## config.mk

```make
export PLATFORM = sky130hd
export DESIGN_NAME = serial_char_transmitter
export DESIGN_NICKNAME = d
export VERILOG_FILES = /design/src/rtl/serial_char_transmitter.sv
export SDC_FILE = /design/constraint.sdc
export NUM_CORES = 1
export LEC_CHECK = 0
export CAP_MARGIN = 20
export CORE_ASPECT_RATIO = 0.7
export CORE_UTILIZATION = 30
export CTS_CLUSTER_DIAMETER = 30
export DETAILED_ROUTE_END_ITERATION = 6
export SYNTH_ARGS = -nofsm -noshare
export SYNTH_HDL_FRONTEND = slang
export SYNTH_SLANG_ARGS = --single-unit
```

## constraint.sdc

```tcl
create_clock -name clk_clk -period 2.55 [get_ports clk_clk]
set_input_delay 0.51 -clock clk_clk [delete_from_list [all_inputs] [get_ports clk_clk]]
set_output_delay 0.51 -clock clk_clk [all_outputs]
set_load 0.05 [all_outputs]
```

## src/rtl/serial_char_transmitter.sv

```systemverilog
// serial_char_transmitter: one-deep buffered async byte transmitter, idle-high line, LSB first.
// Build with SERIAL_TX_PARITY_EN defined to append an even-parity bit before the stop bit.
module serial_char_transmitter #(
    parameter int CLKS_PER_BIT = 16,
    parameter int DATA_BITS    = 8
) (
    input  logic       clk_clk,
    input  logic       reset_reset,
    input  logic       load,
    input  logic [7:0] data_in,
    input  logic       transmit,
    output logic       serial_out,
    output logic [3:0] bics,
    output logic       busy,
    output logic       hold_valid,
    output logic       overrun
);
    localparam int TW = $clog2(CLKS_PER_BIT);
    typedef enum logic [2:0] {IDLE, START, DATA, PARITY, STOP} state_t;
    state_t          state_q, state_d;
    logic [TW-1:0]   timer_q, timer_d;
    logic [3:0]      bics_q, bics_d;
    logic [7:0]      shift_q, shift_d;
    logic [7:0]      hold_q, hold_d;
    logic            hold_valid_q, hold_valid_d;
    logic            overrun_q, overrun_d;
    logic            start, tick;
`ifdef SERIAL_TX_PARITY_EN
    logic            parity_q, parity_d;
`endif
    assign start = (state_q == IDLE) && transmit && hold_valid_q;
    assign tick  = timer_q == TW'(CLKS_PER_BIT - 1);
    // A load in the frame-start cycle refills the buffer, so it is not an overrun.
    assign hold_d       = load ? data_in : hold_q;
    assign hold_valid_d = load ? 1'b1 : start ? 1'b0 : hold_valid_q;
    assign overrun_d    = overrun_q | (load & hold_valid_q & ~start);
    always_comb begin
        state_d = state_q;
        timer_d = timer_q;
        bics_d  = bics_q;
        shift_d = shift_q;
`ifdef SERIAL_TX_PARITY_EN
        parity_d = parity_q;
`endif
        if (state_q == IDLE) begin
            timer_d = '0;
            if (start) begin
                state_d = START;
                shift_d = hold_q;
                bics_d  = 4'd0;
`ifdef SERIAL_TX_PARITY_EN
                parity_d = ^hold_q;
`endif
            end
        end else begin
            timer_d = tick ? '0 : timer_q + 1'b1;
            if (tick) begin
                bics_d = bics_q + 4'd1;
                case (state_q)
                    START:   state_d = DATA;
                    DATA: begin
                        shift_d = shift_q >> 1;
`ifdef SERIAL_TX_PARITY_EN
                        if (bics_q == 4'(DATA_BITS)) state_d = PARITY;
`else
                        if (bics_q == 4'(DATA_BITS)) state_d = STOP;
`endif
                    end
                    PARITY:  state_d = STOP;
                    STOP:    state_d = IDLE;
                    default: state_d = IDLE;
                endcase
            end
        end
    end
    always_ff @(posedge clk_clk) begin
        if (reset_reset) begin
            state_q      <= IDLE;
            timer_q      <= '0;
            bics_q       <= 4'd0;
            shift_q      <= 8'd0;
            hold_q       <= 8'd0;
            hold_valid_q <= 1'b0;
            overrun_q    <= 1'b0;
        end else begin
            state_q      <= state_d;
            timer_q      <= timer_d;
            bics_q       <= bics_d;
            shift_q      <= shift_d;
            hold_q       <= hold_d;
            hold_valid_q <= hold_valid_d;
            overrun_q    <= overrun_d;
        end
    end
`ifdef SERIAL_TX_PARITY_EN
    always_ff @(posedge clk_clk) begin
        if (reset_reset) parity_q <= 1'b0;
        else             parity_q <= parity_d;
    end
    assign serial_out = (state_q == START)  ? 1'b0 :
                        (state_q == DATA)   ? shift_q[0] :
                        (state_q == PARITY) ? parity_q : 1'b1;
`else
    assign serial_out = (state_q == START) ? 1'b0 :
                        (state_q == DATA)  ? shift_q[0] : 1'b1;
`endif
    assign bics       = bics_q;
    assign busy       = state_q != IDLE;
    assign hold_valid = hold_valid_q;
    assign overrun    = overrun_q;
endmodule
```

# Yosys cells after proc, flatten, opt, wreduce, memory -nomap -nowiden

Index checks and enable logic that the tools add are counted.

Equal/unequal tests: 7
Mux-type cells: 16
Reduce and logical (&&, ||, !) cells: 11
Multipliers: 0
Shift operators: 0
Divide/modulo/power cells: 0
Add/sub/neg operators: 2
Bitwise logic cells: 4
$lt $le $gt $ge: 0

Operators with widths:

| cell                                                 | number |
|---|---|
| two-way mux 8 bit                                    | 4 |
| two-way mux 3 bit                                    | 4 |
| two-way mux 4 bit                                    | 3 |
| case mux 3 bit (3 select lines)                      | 1 |
| adder 4 x 1 -> 4 bit (second input constant)         | 2 |
| equality test 4 bit (second input constant)          | 2 |
| equality test 3 x 2 -> 1 bit (second input constant) | 2 |
| AND reduction 3 bit                                  | 2 |
| nonzero test 2 bit                                   | 3 |
| two-way mux 1 bit                                    | 4 |
| equality test 3 x 1 -> 1 bit (second input constant) | 1 |
| zero test 3 bit                                      | 1 |
| != test 3 bit (second input constant)                | 1 |
| nonzero test 3 bit                                   | 1 |
| OR reduction 3 bit                                   | 1 |
| AND 1 bit                                            | 2 |
| logical AND 1 bit                                    | 2 |
| != test 2 bit (second input constant)                | 1 |
| AND reduction 2 bit                                  | 1 |
| NOT 1 bit                                            | 1 |
| OR 1 bit                                             | 1 |

Register bits: 29
Memory bits (read-only): 0
Latch bits: 0
RAM bits: 0
Bits of input ports: 12
Output and inout port bits: 8
Memories kept: 0

# Logic depth before layout (Yosys ltp)

Gate-level depths: netlist (run 1).

Depth after elaboration: 6
Depth in mapped cells: 6
Gate-level depth less buffers: 6

# Worst setup path before layout (run 1)

Ideal clock, no wire load.

Kind: reg-to-output
Start point: reg state_q[1]
End point: out serial_out
Buffers on the path: 1
Required time: 2.040 ns
Setup slack: 0.921 ns
Cell stages (with the launch flop): 4
Data arrival time: 1.119 ns
Path through: dfxtp_1 buf_2 mux2i_1 or2_2

Cells in the longest elaborated chain, start to end: 3
Elaborated cells on any way between the ends: 4
Classes of those cells: eq/ne: 2; mux: 2

RTL lines:

| element                      | line | text |
|---|---|---|
| start, declared              | 20   | `state_t state_q, state_d;` |
| start signal, assigned       | 86   | `state_q <= state_d;` |
| equality test 3 x 2 -> 1 bit | 105  | `(state_q == DATA) ? shift_q[0] : 1'b1;` |
| two-way mux 1 bit            | 105  |  |
| two-way mux 1 bit (*)        | 104  | `assign serial_out = (state_q == START) ? 1'b0 :` |
| end, declared                | 12   | `output logic serial_out,` |

Mark *: on every way between the ends. The rest lies on a longest branch, timed or not.

# Worst setup path after layout (run 1)

Start point: reg state_q[0]
End point: out busy

Cells in the longest elaborated chain, start to end: 1

RTL lines:

| element            | line | text |
|---|---|---|
| nonzero test 3 bit | 108  | `assign busy = state_q != IDLE;` |
| end, declared      | 14   | `output logic busy,` |

Every way passes these cells.

==> summary.md, run 1 <==
| Metric | Value |
|---|---|
| Setup Skew | 0.00451 ns |
| Die Wd | 79.6 µm |
| Vias in the first global route | 939 |
| Crit. End Element | output pin |
| Placer Congestion | around 0.8 |
| DRT antenna net count | 0 |
| Chip height | 56.3 µm |
| Yosys cell types | 30 |
| I/O Pins | 20 |
| Initial Util | 31.8% |
| Antenna violations before repair | 0 |
| CTS tree | yes |
| CP bufs+invs | 2 |
| Inserted Clock Buffers | 5 |
| Max stage delay on crit path | slightly above 0.8 ns |
| Fin crit share | just under 90% |
| P&R area growth vs syn | 26.5% |
| Setup TNS | 0 ns |
| Core Box Area | 3970 µm² |
| Levels on crit path | 3 |
| Share of cells above drive strength 1 | between 10% and 20% |
| H-tree depth | 2 |
| Outcome | complete, no violations |
| Crit path max fanout | 7 |
| Initial DRT Pass Iterations | 4 |
| Yosys warning count | 0 |
| CTS Sinks | 29 |
| Synthesized area | 1260 µm² |
| R2r setup slk | 0.70 ns |
| Hold/Removal Path Class | reg2reg |
| Wire per inst | 12.9 µm |
| Reg2Reg Depth | 6 |
| Via density | 4.97 |
| Worst vdd ir | 0.241 mV |
| I/O Buffers | 19 |
| Mean Syn Cell Area | roughly 9.4 µm² |
| Critical Path Start Type | register |
| Number of remaining DRC errors | 0 |
| Max Fclk | roughly 440 MHz |
| RSZ-0062 raised after global routing | no |
| Fin crit period | approximately 2.3 ns |
| Slew @ Worst Pin | 0.592 ns |
| Hold_buf cts | 0 |
| Post-CTS setup buffers | 0 |
| # diodes | 0 |
| CP arrival | between 1.5 and 2 ns |
| Post-synthesis cell count | 134 |
| CP Data Required Time | 2.04 ns |
| CTS max path bufs | 2 |
| Clock Latency Late Sink | 0.27 ns |
| Tot GR Track Use | 13.2% |
| Worst path top cell family by delay | buffers and inverters |
| DP Wirelength | roughly 1900 µm |
| Routed WL | 2700 µm |
| Power, Total | slightly below 0.001 W |
| Syn_nets | 149 |
| Hold violation total from the final report | 0 |
| Die ar. | around 4500 µm² |
| Worst slack, placed | roughly 0.53 ns |
| Critical path, cell by cell | nor3_4 -> inv_1 -> clkdlybuf4s50_1 |
| Setup violators final | 0 |
| Slew headroom | 60.4% |
| FF+latch count, synth | 29 |
| Post-layout util | about two fifths |
| Top FF cell, synth | dfxtp_1 |
| DR vias | 1038 |
| Crit Path Class | reg2out |
| Setup ws final | 0.295 ns |
| Num rows | 19 |
| Post-cts sizing count | 0 |
| Drt first-iter violations | 52 |
| Root Driver | clkbuf_8 |
| Sequential fraction of the synthesis area | 45.9% |
| First-pass GRT wire length | 4360 µm |
| Synth async-reset ratio | 0% |
| Max-cap violations | 0 |
| Hold path cells | 2 |
| CP max stage cell | clkdlybuf4s50_1 |
| Grt ovf | 0 |
| Pins Over Slew Limit | 0 |
| Number of synthesized flops with an enable pin | 0 |
| Leak Pwr | 0.594 nW |
| PwrDens | roughly 600 nW/µm² |
| CTS clock-pin slew for the worst setup and hold paths | around 0.060 ns |
| # nets final | 172 |
| Largest net degree at the start of global routing | 20 |
-- metrics by stage --
| stage | cell area (µm²) | hold WS, ns | std cells |
|---|---|---|---|
| 6_report | 1600 | 0.479 | 209 |
| 5_1_grt | 1600 | 0.502 | 209 |
| 4_1_cts | 1600 | 0.479 | 209 |
| 3_5_place_dp | 1510 | 0.457 | 202 |
| 3_3_place_gp | 1510 | 0.459 | 202 |
| 2_1_floorplan | 1260 | 0.453 | 134 |
-- cell usage after synthesis, drive strengths merged, types with 3 or more instances --
master  number  area [µm²]
dfxtp       29         581
nor2        21        81.3
a211oi       7        52.6
a21oi       12        60.1
inv          5        18.8
nand3        4        20.0
buf          4        22.5
ha           3        37.5
nand2        5        18.8
mux2i       17         170
nor3         6        41.3
clkbuf       3        11.3
o21ai        3        15.0
-- worst min-delay path: cells and delay by family, from the launching register on --
| kind | cells | cell delay [ns] |
|---|---|---|
| flip-flops | 1 | 0.31 |
| AO/OA/AOI/OAI | 2 | 0.12 |
-- registers in the layout, summed over array words and instances, names as in the netlist --
register    count
state_q         3
timer_q         4
overrun         1
hold_q          8
hold_valid      1
shift_q         8
bics            4
-- placed cells by master, fill, tap and decap left out, types with 2 or more instances in the layout --
master / n
nor3_1: 5
a21oi_1: 12
dfxtp_1: 29
o21ai_0: 3
nand2_1: 5
nor4b_1: 2
a211oi_1: 7
nand3_1: 4
clkbuf_8: 6
nor2_1: 20
ha_1: 3
buf_4: 5
clkdlybuf4s50_1: 18
inv_1: 5
mux2i_1: 17
-- logic make-up (layout without fill, tap and decap cells) --
group                    count (synthesis)  count (layout)  share of synthesized area [%]
AND/OR/NAND/NOR                         40              40                           15.1
AO/OA/AOI/OAI                           31              31                           16.4
flip-flops                              29              29                           45.9
multiplexers                            18              18                           14.7
buffers and inverters                   12              35                           4.16
adder cells (fa/ha/maj)                  3               3                           2.97
XOR/XNOR                                 1               1                          0.693
-- where the power goes --
| group | switching [W] | internal (W) | total, W |
|---|---|---|---|
| registers | 0.0000132 | 0.000472 | 0.000485 |
| logic | 0.0000617 | 0.0000511 | 0.000113 |
| clock network | 0.000159 | 0.000213 | 0.000373 |
-- worst paths after layout --
path,startpoint,endpoint
max reg2reg,timer_q[0],shift_q[3]
max,state_q[0],busy
min,shift_q[7],shift_q[7]
min reg2reg,shift_q[7],shift_q[7]
-- final cells by class --
type	count	area (µm²)
clock buffers	7	86.3
well taps	52	65.1
flip-flops and latches	29	581
multi-input cells	93	631
fillers	396	2370
repair buffers	23	218
inverters	5	18.8
-- per-layer routing --
layer	part of all wire [%]	GRT usage, %	wire length [µm]	vias to the layer above
li1	-	-	-	525
met1	52	18.4	1410	487
met2	42	18.1	1130	22
met3	4.7	5.04	128	4
met4	1.1	5.45	31	0
met5	0	0	0	-
No activity file was read; power rests on OpenSTA's default activity.
==> inputs of run 2 (changes only) <==
CTS_CLUSTER_SIZE = 25   (was default)
clock period = 2.4 ns   (was 2.55 ns; I/O delays follow)
==> run 2 against run 1 <==
Effect of this change: global-route usage grew 0.90 points; sequential cell count stayed put; die area did not move; largest cell class unchanged; critical endpoint is now serial_out; register-to-register slack got worse by 0.38 ns; total power increased by 6.2%.
==> summary.md, run 2 (synthesized netlist as in run 1, its figures left out) <==
| Metric | Value |
|---|---|
| Slew @ Worst Pin | roughly 0.66 ns |
| CTS Sinks | 29 |
| CP max stage cell | dfxtp_1 |
| R2r setup slk | 0.32 ns |
| Critical Path Start Type | register |
| # diodes | 0 |
| Placer Congestion | 0.752 |
| Root Driver | clkbuf_8 |
| Core Box Area | roughly 4000 µm² |
| Hold_buf cts | 0 |
| Die ar. | ~4500 µm² |
| Number of remaining DRC errors | 0 |
| Vias in the first global route | ~1000 |
| Tot GR Track Use | 14.1% |
| RSZ-0062 raised after global routing | no |
| Share of cells above drive strength 1 | 10.8% |
| Setup TNS | 0 ns |
| CP arrival | 1.64 ns |
| Via density | slightly below 5 |
| CTS tree | yes |
| Crit Path Class | reg2out |
| Worst path top cell family by delay | flip-flops |
| Max-cap violations | 0 |
| Initial DRT Pass Iterations | 4 |
| Fin crit share | 88.4% |
| I/O Pins | 20 |
| Chip height | 56.3 µm |
| Inserted Clock Buffers | 5 |
| PwrDens | 641 nW/µm² |
| Max Fclk | 471 MHz |
| Hold/Removal Path Class | reg2reg |
| CTS max path bufs | 2 |
| # nets final | about 170 |
| Max stage delay on crit path | 0.74 ns |
| Die Wd | just under 80 µm |
| DR vias | roughly 1000 |
| Pins Over Slew Limit | 0 |
| Layout fillers | just under 400 |
| Final Hold Slack | 0.481 ns |
| Setup violators final | 0 |
| Setup ws final | 0.279 ns |
| Drt first-iter violations | 77 |
| First-pass GRT wire length | 4710 µm |
| Clock Latency Late Sink | approximately 0.27 ns |
| Gr busiest metal | met2 |
| Grt ovf | 0 |
| Worst slack, placed | a little over 0.3 ns |
| Hold Path Origin | overrun |
| Leak Pwr | 0.602 nW |
| CP bufs+invs | 1 |
| Hold endpoint | overrun |
| Global Route met2 Usage | 19.7% |
| Hold violation total from the final report | 0 |
| P&R area growth vs syn | 27.3% |
| Largest net degree at the start of global routing | 18 |
| Post-CTS setup buffers | 0 |
| Hold path cells | 2 |
| Worst vdd ir | 0.261 mV |
| Most common cell after layout, fill and taps aside | dfxtp_1 |
| Fin crit period | 2.12 ns |
| Initial Util | about a third |
| Most frequent cells in the layout | dfxtp_1, nor2_1, mux2i_1, clkdlybuf4s50_1, a21oi_1 |
| Num rows | 19 |
| Top flop regs | hold_q x8, shift_q x8 |
| DRT antenna net count | 0 |
| Outcome | complete, no violations |
| Setup Skew | approximately 0.004 ns |
| H-tree depth | 2 |
| Crit. End Element | output pin |
| Antenna violations before repair | 0 |
| CP Data Required Time | 1.92 ns |
| Area after DPL | roughly 1500 µm² |
| Reg2Reg Depth | 5 |
| Wire per inst | about 13 µm |
| DP Wirelength | 1980 µm |
| Slew headroom | 55.9% |
| Crit path max fanout | 12 |
| Post-cts sizing count | 0 |
| I/O Buffers | 19 |
| GR Util met1 | 19.1% |
| Final std cell area, no fill | between 1500 and 2000 µm² |
| Critical path, cell by cell | mux2i_1 -> or2_2 -> buf_12 |
| Met3 GRT Util | between 5 and 6% |
| Routed WL | 2700 µm |
| R2r endpoint | shift_q[4] |
| Critical Path Start | state_q[1] |
| CTS clock-pin slew for the worst setup and hold paths | 0.06 ns |
| R2r startpoint | state_q[1] |
run 2: power by group:
group / switching [W] / internal, W / total [W]
Sequential: 0.0000158 / 0.000502 / 0.000518
Combinational: 0.0000659 / 0.0000577 / 0.000124
Clock: 0.000163 / 0.000227 / 0.000390
Total: 0.000245 / 0.000786 / 0.00103
run 2: worst register-to-register path, stage by stage (launching register included):
cell,delay [ns]
dfxtp_1,0.51
nor3_4,0.49
mux2i_1,0.43
buf_4,0.23
a21oi_1,0.08
a211oi_1,0.24
run 2: worst max-delay path by stage:
stage	to	slack (ns)	depth (start not counted)
global route	shift_q[5]	0.09	5
detailed placement	shift_q[4]	0.31	6
floorplan	serial_out	0.80	3
CTS	serial_out	0.26	3
global placement	shift_q[3]	0.43	5
finish	serial_out	0.28	3
run 2: final cells by class:
type / instances / area (µm²) / share of cell area, %
Sequential cell: 29 / 581 / 36.1
Inverter: 5 / 18.8 / 1.17
Clock buffer: 7 / 86.3 / 5.37
Multi-Input combinational cell: 93 / 631 / 39.2
Tap cell: 52 / 65.1 / 4.04
Timing Repair Buffer: 23 / 228 / 14.2
run 2: routing by layer:
| metal | vias up | wire [µm] |
|---|---|---|
| li1 | 524 | - |
| met1 | 477 | 1400 |
| met2 | 27 | 1100 |
| met3 | 6 | 145 |
| met4 | 0 | 51 |
| met5 | - | 0 |
run 2: metrics by stage:
step	total power, W	std cells	utilization, %
floorplan	0.000601	134	-
global placement	0.000648	202	38.4
global route	0.00109	209	40.5
detailed placement	0.000652	202	38.4
CTS	0.00105	209	40.5
finish	0.00103	209	40.5
